$ cat src/rtl/sha1_block_sequencer_if.sv
// Bus bundle for the SHA-1 block sequencer: Wishbone slave side plus the
// message-word stream and completion handshake toward the compression core.
interface sha1_block_sequencer_if;
  logic         wbs_stb_i;
  logic         wbs_cyc_i;
  logic         wbs_we_i;
  logic [3:0]   wbs_sel_i;
  logic [31:0]  wbs_adr_i;
  logic [31:0]  wbs_dat_i;
  logic         wbs_ack_o;
  logic [31:0]  wbs_dat_o;
  logic         core_w_valid;
  logic [31:0]  core_w_data;
  logic         core_w_ready;
  logic         core_init;
  logic         core_done;
  logic [159:0] core_digest;

  modport master (
    output wbs_stb_i, wbs_cyc_i, wbs_we_i, wbs_sel_i, wbs_adr_i, wbs_dat_i,
    input  wbs_ack_o, wbs_dat_o,
    input  core_w_valid, core_w_data, core_init,
    output core_w_ready, core_done, core_digest
  );

  modport slave (
    input  wbs_stb_i, wbs_cyc_i, wbs_we_i, wbs_sel_i, wbs_adr_i, wbs_dat_i,
    output wbs_ack_o, wbs_dat_o,
    output core_w_valid, core_w_data, core_init,
    input  core_w_ready, core_done, core_digest
  );
endinterface

$ cat src/rtl/sha1_block_sequencer.sv
// Buffers one 512-bit message block written over Wishbone, streams it into the
// SHA-1 core as 16 words, waits for core_done and raises DONE / irq.
module sha1_block_sequencer #(
  parameter logic [31:0] BASE_ADDR = 32'h3000_0000
) (
  input  logic                   wb_clk_i,
  input  logic                   wb_rst_ni,
  input  logic                   active,
  output logic                   irq,
  sha1_block_sequencer_if.slave  bus
);
  typedef enum logic [1:0] {S_IDLE, S_FEED, S_WAIT, S_DONE} state_t;

  state_t      r_state;
  logic [31:0] r_buf [16];
  logic [4:0]  r_count;
  logic [3:0]  r_rd;
  logic        r_ack;
  logic [31:0] r_dat;
  logic        r_valid;
  logic [31:0] r_wdata;
  logic        r_core_init;
  logic        r_init_en;
  logic        r_irq_en;
  logic        r_done;
  logic        r_err;

  logic        w_hit, w_acc, w_wr;
  logic        w_wr_ctrl, w_wr_stat, w_wr_msg;
  logic        w_idle, w_busy, w_full;
  logic        w_start, w_go, w_msg_ok, w_err_set;
  logic [31:0] w_rdata;

  // One access per two cycles: a new decode is blocked while ack is high.
  assign w_hit     = (bus.wbs_adr_i[31:8] == BASE_ADDR[31:8]);
  assign w_acc     = bus.wbs_stb_i & bus.wbs_cyc_i & active & w_hit & ~r_ack;
  assign w_wr      = w_acc & bus.wbs_we_i & (bus.wbs_sel_i == 4'hF);
  assign w_wr_ctrl = w_wr & (bus.wbs_adr_i[7:0] == 8'h00);
  assign w_wr_stat = w_wr & (bus.wbs_adr_i[7:0] == 8'h04);
  assign w_wr_msg  = w_wr & (bus.wbs_adr_i[7:0] == 8'h08);

  assign w_idle    = (r_state == S_IDLE);
  assign w_busy    = ~w_idle;
  assign w_full    = (r_count == 5'd16);
  assign w_start   = w_wr_ctrl & bus.wbs_dat_i[0];
  assign w_go      = w_start & w_idle & w_full;
  assign w_msg_ok  = w_wr_msg & w_idle & ~w_full;
  assign w_err_set = (w_wr_msg & ~w_msg_ok) | (w_start & w_idle & ~w_full);

  always_comb begin
    w_rdata = 32'h0;
    case (bus.wbs_adr_i[7:0])
      8'h00:   w_rdata = {29'h0, r_irq_en, r_init_en, 1'b0};
      8'h04:   w_rdata = {23'h0, r_count, 1'b0, r_err, r_done, w_busy};
      8'h10:   w_rdata = bus.core_digest[159:128];
      8'h14:   w_rdata = bus.core_digest[127:96];
      8'h18:   w_rdata = bus.core_digest[95:64];
      8'h1C:   w_rdata = bus.core_digest[63:32];
      8'h20:   w_rdata = bus.core_digest[31:0];
      default: w_rdata = 32'h0;
    endcase
  end

  // Buffer contents are don't-care after reset, so no reset branch here.
  always_ff @(posedge wb_clk_i) begin
    if (w_msg_ok) r_buf[r_count[3:0]] <= bus.wbs_dat_i;
  end

  always_ff @(posedge wb_clk_i or negedge wb_rst_ni) begin
    if (!wb_rst_ni) begin
      r_state     <= S_IDLE;
      r_count     <= 5'd0;
      r_rd        <= 4'd0;
      r_ack       <= 1'b0;
      r_dat       <= 32'h0;
      r_valid     <= 1'b0;
      r_wdata     <= 32'h0;
      r_core_init <= 1'b0;
      r_init_en   <= 1'b0;
      r_irq_en    <= 1'b0;
      r_done      <= 1'b0;
      r_err       <= 1'b0;
    end else begin
      r_ack <= w_acc;
      r_dat <= (w_acc && !bus.wbs_we_i) ? w_rdata : 32'h0;

      if (w_wr_ctrl) begin
        r_init_en <= bus.wbs_dat_i[1];
        r_irq_en  <= bus.wbs_dat_i[2];
      end

      // Hardware set takes priority over a coinciding firmware W1C.
      if (w_err_set)                              r_err <= 1'b1;
      else if (w_wr_stat && bus.wbs_dat_i[2])     r_err <= 1'b0;

      if (r_state == S_DONE)                      r_done <= 1'b1;
      else if (w_go || (w_wr_stat && bus.wbs_dat_i[1])) r_done <= 1'b0;

      if (w_msg_ok) r_count <= r_count + 5'd1;

      case (r_state)
        S_IDLE: begin
          if (w_go) begin
            r_state     <= S_FEED;
            r_rd        <= 4'd0;
            r_valid     <= 1'b1;
            r_wdata     <= r_buf[0];
            r_core_init <= bus.wbs_dat_i[1];
          end
        end
        S_FEED: begin
          if (bus.core_w_ready) begin
            r_core_init <= 1'b0;
            if (r_rd == 4'd15) begin
              r_state <= S_WAIT;
              r_valid <= 1'b0;
              r_wdata <= 32'h0;
              r_count <= 5'd0;
            end else begin
              r_rd    <= r_rd + 4'd1;
              r_wdata <= r_buf[r_rd + 4'd1];
            end
          end
        end
        S_WAIT: begin
          if (bus.core_done) r_state <= S_DONE;
        end
        default: r_state <= S_IDLE;
      endcase
    end
  end

  assign bus.wbs_ack_o    = r_ack;
  assign bus.wbs_dat_o    = r_dat;
  assign bus.core_w_valid = r_valid;
  assign bus.core_w_data  = r_wdata;
  assign bus.core_init    = r_core_init;
  assign irq              = active & r_done & r_irq_en;
endmodule

$ cat src/flat_wrapper.sv
// flat-port wrapper written by rule: the top's interface ports become plain ports
module sha1_block_sequencer_flat 
#(
  parameter logic [31:0] BASE_ADDR = 32'h3000_0000
)
  (wb_clk_i, wb_rst_ni, active, irq, bus_wbs_stb_i, bus_wbs_cyc_i, bus_wbs_we_i, bus_wbs_sel_i, bus_wbs_adr_i, bus_wbs_dat_i, bus_wbs_ack_o, bus_wbs_dat_o, bus_core_w_valid, bus_core_w_data, bus_core_init, bus_core_w_ready, bus_core_done, bus_core_digest);
  sha1_block_sequencer_if bus_i ();
  input  logic wb_clk_i;
  input  logic wb_rst_ni;
  input  logic active;
  output logic irq;
  input wire logic [$bits(bus_i.wbs_stb_i)-1:0] bus_wbs_stb_i;
  input wire logic [$bits(bus_i.wbs_cyc_i)-1:0] bus_wbs_cyc_i;
  input wire logic [$bits(bus_i.wbs_we_i)-1:0] bus_wbs_we_i;
  input wire logic [$bits(bus_i.wbs_sel_i)-1:0] bus_wbs_sel_i;
  input wire logic [$bits(bus_i.wbs_adr_i)-1:0] bus_wbs_adr_i;
  input wire logic [$bits(bus_i.wbs_dat_i)-1:0] bus_wbs_dat_i;
  output wire logic [$bits(bus_i.wbs_ack_o)-1:0] bus_wbs_ack_o;
  output wire logic [$bits(bus_i.wbs_dat_o)-1:0] bus_wbs_dat_o;
  output wire logic [$bits(bus_i.core_w_valid)-1:0] bus_core_w_valid;
  output wire logic [$bits(bus_i.core_w_data)-1:0] bus_core_w_data;
  output wire logic [$bits(bus_i.core_init)-1:0] bus_core_init;
  input wire logic [$bits(bus_i.core_w_ready)-1:0] bus_core_w_ready;
  input wire logic [$bits(bus_i.core_done)-1:0] bus_core_done;
  input wire logic [$bits(bus_i.core_digest)-1:0] bus_core_digest;
  assign bus_i.wbs_stb_i = bus_wbs_stb_i;
  assign bus_i.wbs_cyc_i = bus_wbs_cyc_i;
  assign bus_i.wbs_we_i = bus_wbs_we_i;
  assign bus_i.wbs_sel_i = bus_wbs_sel_i;
  assign bus_i.wbs_adr_i = bus_wbs_adr_i;
  assign bus_i.wbs_dat_i = bus_wbs_dat_i;
  assign bus_wbs_ack_o = bus_i.wbs_ack_o;
  assign bus_wbs_dat_o = bus_i.wbs_dat_o;
  assign bus_core_w_valid = bus_i.core_w_valid;
  assign bus_core_w_data = bus_i.core_w_data;
  assign bus_core_init = bus_i.core_init;
  assign bus_i.core_w_ready = bus_core_w_ready;
  assign bus_i.core_done = bus_core_done;
  assign bus_i.core_digest = bus_core_digest;
  sha1_block_sequencer #(.BASE_ADDR(BASE_ADDR)) u_core (.wb_clk_i(wb_clk_i), .wb_rst_ni(wb_rst_ni), .active(active), .irq(irq), .bus(bus_i));
endmodule
$ cat config.mk
export PLATFORM = sky130hd
export DESIGN_NAME = sha1_block_sequencer_flat
export DESIGN_NICKNAME = d
export VERILOG_FILES = /design/src/rtl/sha1_block_sequencer_if.sv /design/src/rtl/sha1_block_sequencer.sv /design/src/flat_wrapper.sv
export SDC_FILE = /design/constraint.sdc
export NUM_CORES = 1
export LEC_CHECK = 0
export CAP_MARGIN = 20
export CORE_MARGIN = 2
export CORE_UTILIZATION = 45
export CTS_BUF_LIST = sky130_fd_sc_hd__clkbuf_4
export CTS_CLUSTER_SIZE = 40
export DETAILED_ROUTE_END_ITERATION = 7
export GPL_TIMING_DRIVEN = 0
export PLACE_DENSITY = 0.67
export SLEW_MARGIN = 25
export SYNTH_ARGS = -nofsm -noshare
export SYNTH_HDL_FRONTEND = slang
export SYNTH_SLANG_ARGS = --single-unit
$ cat constraint.sdc
create_clock -name wb_clk_i -period 5.2 [get_ports wb_clk_i]
set_clock_uncertainty 0.15 [all_clocks]
set_input_delay 1.56 -clock wb_clk_i [delete_from_list [all_inputs] [get_ports wb_clk_i]]
set_output_delay 1.56 -clock wb_clk_i [all_outputs]
set_load 0.1 [all_outputs]
Word level (Yosys, flattened, before mapping)
Memory sizes are Yosys's and may differ from the RTL's.
Index checks and enable logic that the tools add are counted.
{"block": "word_totals", "ram_bits": 512, "romBits": 0, "in_bits": 236, "latch_bits": 0, "mem_count": 1, "out_inout_bits": 68, "reg_bits": 82}
{"block": "op_classes", "multipliers": 0, "order_cmp": 0, "n_shift": 0, "mux": 32, "reduce_logical": 14, "addsub": 2, "div_mod_pow": 0, "n_eq_ne": 19, "bitwise": 23}
{"memory": "u_core.r_buf", "words": 16, "width": 32, "rd": 2, "rd_clocked_by_memory_dff": 0, "wr": 1, "line_no": "sha1_block_sequencer.sv:15", "rtl": "logic [31:0] r_buf [16];"}
{"cell": "$pmux 32 s7", "n": 1}
{"cell": "$mux 32", "n": 4}
{"cell": "$pmux 32 s2", "n": 1}
{"cell": "$eq 8x5->1 const B", "n": 4}
{"cell": "$eq 24x22->1 const B", "n": 1}
{"cell": "$mux 5", "n": 4}
{"cell": "$and 1x1->1", "n": 18}
{"cell": "$mux 4", "n": 3}
{"cell": "$reduce_and 4->1", "n": 3}
{"cell": "$mux 1", "n": 11}
{"cell": "$eq 4x4->1 const B", "n": 2}
{"cell": "$eq 8x3->1 const B", "n": 1}
{"cell": "$eq 8x4->1 const B", "n": 1}
{"cell": "$eq 8x6->1 const B", "n": 1}
{"cell": "$logic_not 8->1", "n": 1}
{"cell": "$mux 2", "n": 4}
{"cell": "$ne 2x2->1 const B", "n": 4}
{"cell": "$pmux 4 s2", "n": 1}
{"cell": "$pmux 2 s3", "n": 1}
{"cell": "$reduce_bool 2->1", "n": 3}
{"cell": "$add 5x1->5 const B", "n": 1}
{"cell": "$eq 5x5->1 const B", "n": 1}
{"cell": "$add 4x1->4 const B", "n": 1}
{"cell": "$eq 2x2->1 const B", "n": 2}
{"cell": "other kinds (10)", "n": 16}

Depth between registers and ports, before layout
{"block": "logic_depth", "depth_word": 13, "ltp_mapped": 8, "depth_no_buf": 7}

Worst setup path before layout
OpenSTA, ideal clock, no wires.
{"block": "synth_path", "path_kind": "input port to flip-flop", "start": "input bus_wbs_adr_i[17]", "end": "memory u_core.r_buf[3][0], enable pin", "stages": 5, "n_path_buf": 0, "required_time_ns": 4.589, "setup_slack_ns": -0.427, "arrival_ns": 5.017, "cell_sequence": "nor4_1 > nand4_1 > nor4_1 > nand2_1 > nor3_1"}
{"block": "synth_between", "elab_chain_cells": 10}
{"element": "start, declared", "line_no": "flat_wrapper.sv:16", "rtl": "input wire logic [$bits(bus_i.wbs_adr_i)-1:0] bus_wbs_adr_i;"}
{"element": "$eq 24x22->1", "line_no": "sha1_block_sequencer.sv:35", "rtl": "assign w_hit = (bus.wbs_adr_i[31:8] == BASE_ADDR[31:8]);"}
{"element": "$and 1x1->1 (2 in series)", "line_no": "sha1_block_sequencer.sv:36", "rtl": "assign w_acc = bus.wbs_stb_i & bus.wbs_cyc_i & active & w_hit & ~r_ack;"}
{"element": "$and 1x1->1 (2 in series)", "line_no": "sha1_block_sequencer.sv:37", "rtl": "assign w_wr = w_acc & bus.wbs_we_i & (bus.wbs_sel_i == 4'hF);"}
{"element": "$and 1x1->1", "line_no": "sha1_block_sequencer.sv:40", "rtl": "assign w_wr_msg = w_wr & (bus.wbs_adr_i[7:0] == 8'h08);"}
{"element": "$and 1x1->1 (2 in series)", "line_no": "sha1_block_sequencer.sv:47", "rtl": "assign w_msg_ok = w_wr_msg & w_idle & ~w_full;"}
{"element": "$mux 1", "line_no": "sha1_block_sequencer.sv:66", "rtl": "if (w_msg_ok) r_buf[r_count[3:0]] <= bus.wbs_dat_i;"}
{"element": "$mux 1 (not written as such)", "line_no": "sha1_block_sequencer.sv:66"}
{"element": "end, declared", "line_no": "sha1_block_sequencer.sv:15"}
Every way passes these cells.

Final worst setup path
{"block": "layout_path", "start": "input active", "end": "output irq"}
{"block": "layout_between", "elab_chain_cells": 2}
{"element": "start, declared", "line_no": "flat_wrapper.sv:10", "rtl": "input logic active;"}
{"element": "$and 1x1->1 (2 in series)", "line_no": "sha1_block_sequencer.sv:138", "rtl": "assign irq = active & r_done & r_irq_en;"}
{"element": "end, declared", "line_no": "flat_wrapper.sv:11", "rtl": "output logic irq;"}
Every way passes these cells.

==> reports/results.ini <==
[status]
outcome = finished clean

[power]
vdd_drop_max_mv = 0.256
finalPower_mw = 14.3
leakage_nw = 10.1
power_density_mw_per_mm2 = 466

[clock_network]
cts_root_buffer = clkbuf_4
tritoncts = done
clock_path_buffers = 3
cts_made_buffers = 151
insertion_delay_ns = 0.95
postCtsHoldBufs = 0
clk_pin_slew_ns = 0.06
htreeDepth = 4
postCtsSetupBuffers = 0
clock_sinks = 594
cts_resized = 0

[critical_path]
critPathKind = primary input to primary output
end_kind = primary output
cp-start-kind = primary input
crit_slowest_cell = clkdlybuf4s50_1
path_max_fanout = 2
path_buf_inv = 2
cpPeakStageDelay_ns = 1.16
r2r_slack_ns = 1.53
cp.arrival_ns = 3.45
reg2reg_depth = 9
required_ns = 3.49
cpMostUsedCell = clkdlybuf4s50_1
worstReg2RegEnd = u_core.r_buf[0][13]$_DFFE_PP_
r2r-start = u_core.r_count[0]$_DFF_PN0_
path_delay_family = buffers and inverters
path_cells = clkdlybuf4s50_1, and3_1, clkdlybuf4s50_1

[place]
place_congestion = 0.845
numPortBuffers = 302
hpwl_mm = 42.7
preCtsSetupSlack_ns = -0.120

[grt]
gr-total-overflow = 0
grt_pass1_wl_mm = 93.8
grt_antenna_before_repair = 4
grt_pass1_vias = 15300
grtUsageTotal = 0.232
grt_max_degree = 63

[sta]
grt_setup_unrepaired = no
worst_pin_slew_ns = 1.11
layout_min_cycle_time_ns = 5.16
fin_crit_sh = 0.992
setup_violations = 0
slew_headroom = 0.256
fmax_ghz = 0.194
hold_viol_final = 0
drv_slew = 0
fin_ws_ns = 0.0409
timing.setup.tns_ns = 0

[die]
dieHeight_um = 236
rows = 84
start_util = 0.457
dieArea_mm2 = 0.0555
io_pins = 304
die_x_um = 236
core_area_mm2 = 0.0529

[finish]
layout-drive-gt1-share = 0.282
nNetsFinal = 1975
syn_to_final_growth_pct = 26.8
fillCellCount = 4112

[synthesis]
synth_ff_type = edfxtp_1
synth.area.top_cells = edfxtp_1 64%, mux4_2 12%, dfrtp_1 8.5%, mux2_2 3.2%, mux2i_1 2.7%
syn_area_mm2 = 0.0242
synth_cell_types = 54
synth_top_area_share = 0.636
synth_edf_count = 512
yosys_warnings = 0
ys_ff_latch = 594
syn_inst = 1248
synth-seq-area-share = 0.721
syn_avg_cell_area_um2 = 19.4
yosysTopAreaCell = edfxtp_1
synth_nets = 1493
async_flop_share = 0.138

[route]
dr_total_vias = 14300
wl_per_cell_um = 24.9
vias_per_cell = 5.64
drc = 0
drt_wl_total_mm = 63.1
drt-initial-drc-count = 1205
drtPass1Iterations = 7
ant_nets = 0

[min_path]
hp-class = primary input to async pin

[job]
maxCapViolations = 0

==> kinds of logic after synthesis <==
| kind of cell | count (synthesis) | synth area share |
|---|---|---|
| AND/OR/NAND/NOR | 140 | 0.0335 |
| multiplexers | 260 | 0.178 |
| AO/OA/AOI/OAI | 158 | 0.0472 |
| flip-flops | 594 | 0.721 |
| XOR/XNOR | 2 | 0.000725 |
| buffers and inverters | 85 | 0.0150 |
| adder cells (fa/ha/maj) | 9 | 0.00466 |
==> cell usage in the layout, fill, tap and decap left out, types with 14 or more instances in the layout <==
| master | count |
|---|---|
| edfxtp_1 | 512 |
| clkdlybuf4s50_1 | 300 |
| clkbuf_4 | 239 |
| mux4_2 | 128 |
| dfrtp_1 | 82 |
| mux2_2 | 68 |
| mux2i_1 | 64 |
| a22oi_1 | 63 |
| clkbuf_1 | 50 |
| nand2b_1 | 35 |
| a21oi_1 | 33 |
| o221ai_1 | 33 |
| nand2_1 | 27 |
| buf_2 | 17 |
| clkinv_1 | 16 |
| buf_6 | 14 |
==> Yosys cell counts (2+ instances only) <==
cell,instances
a22oi_1,63
edfxtp_1,512
o21ai_0,7
nand3_1,5
a222oi_1,2
clkbuf_1,53
mux2_2,68
a211oi_1,2
nor2_1,21
nor4_1,10
inv_1,11
a21oi_1,33
nand4_1,5
and2_1,2
buf_1,2
nand2_1,27
and4_1,2
buf_6,3
mux2i_1,64
nor3_1,7
or4_1,4
a31oi_1,7
nor2b_1,3
o221ai_1,33
nand2b_1,35
mux4_2,128
ha_1,9
a32oi_1,2
buf_2,16
and3_1,7
dfrtp_1,82
==> metrics by stage <==
| step | cell area [µm²] | hold slack [ns] | std cells | utilization |
|---|---|---|---|---|
| 3_5_place_dp | 28600 | 0.344 | 2265 | 0.542 |
| 3_3_place_gp | 28100 | 0.341 | 2238 | 0.531 |
| 5_1_grt | 30600 | 0.241 | 2536 | 0.579 |
| 4_1_cts | 30600 | 0.212 | 2533 | 0.579 |
| 6_report | 30600 | 0.319 | 2537 | 0.579 |
| 2_1_floorplan | 24200 | 0.320 | 1248 | - |
==> layout make-up <==
type	instances	area (µm²)	area share
Antenna cell	4	10.0	0.000327
Buffer	74	324	0.0106
Clock buffer	239	1790	0.0586
Clock inverter	29	171	0.00560
Inverter	11	41.3	0.00135
Multi-Input combinational cell	569	6510	0.213
Sequential cell	594	17400	0.569
Tap cell	688	861	0.0281
Timing Repair Buffer	329	3490	0.114
==> per-layer routing <==
layer / global-route usage / vias up / part of all wire
met5: 0 / - / 0.00022
met4: 0.0890 / 2 / 0.022
met3: 0.0613 / 77 / 0.070
met2: 0.373 / 604 / 0.49
met1: 0.303 / 7365 / 0.41
li1: - / 6268 / -
==> worst reg2reg max path, cell delays in order (launching register included) <==
cell and delay, ns:
dfrtp_1 0.45, inv_1 0.11, ha_1 0.24, or4bb_1 0.29, nand2_1 0.09, nor4_1 0.63, nand2_1 0.42, nor3_4 0.55
buf_6 0.24, buf_6 0.20
==> report_power, final <==
group / switching (mW) / total (mW) / internal, mW
Sequential: 0.0873 / 5.42 / 5.33
Combinational: 2.88 / 4.87 / 1.99
Clock: 1.82 / 4.00 / 2.18
==> registers in the layout, summed over array words and instances, names as in the netlist <==
| signal | cells |
|---|---|
| u_core.r_init_en | 1 |
| u_core.r_irq_en | 1 |
| u_core.bus.core_init | 1 |
| u_core.bus.wbs_dat_o | 32 |
| u_core.r_state | 2 |
| u_core.r_buf | 512 |
| u_core.r_err | 1 |
| u_core.bus.core_w_data | 32 |
| u_core.r_count | 5 |
| u_core.bus.wbs_ack_o | 1 |
| u_core.bus.core_w_valid | 1 |
| u_core.r_rd | 4 |
| u_core.r_done | 1 |
==> how the worst max path moves through the flow <==
| stage | cells after the start | slack [ns] | from | end |
|---|---|---|---|---|
| 2_1_floorplan | 5 | 0.42 | bus_wbs_adr_i[17] | u_core.r_buf[15][0]$_DFFE_PP_ |
| 5_1_grt | 3 | 0.03 | active | irq |
| 3_3_place_gp | 6 | -2.20 | bus_wbs_adr_i[17] | u_core.r_buf[13][16]$_DFFE_PP_ |
| 3_5_place_dp | 8 | -0.12 | bus_wbs_adr_i[17] | u_core.r_buf[0][16]$_DFFE_PP_ |
| 6_report | 3 | 0.04 | active | irq |
| 4_1_cts | 3 | 0.04 | active | irq |
Note: power is estimated with default switching activity, not from simulation.
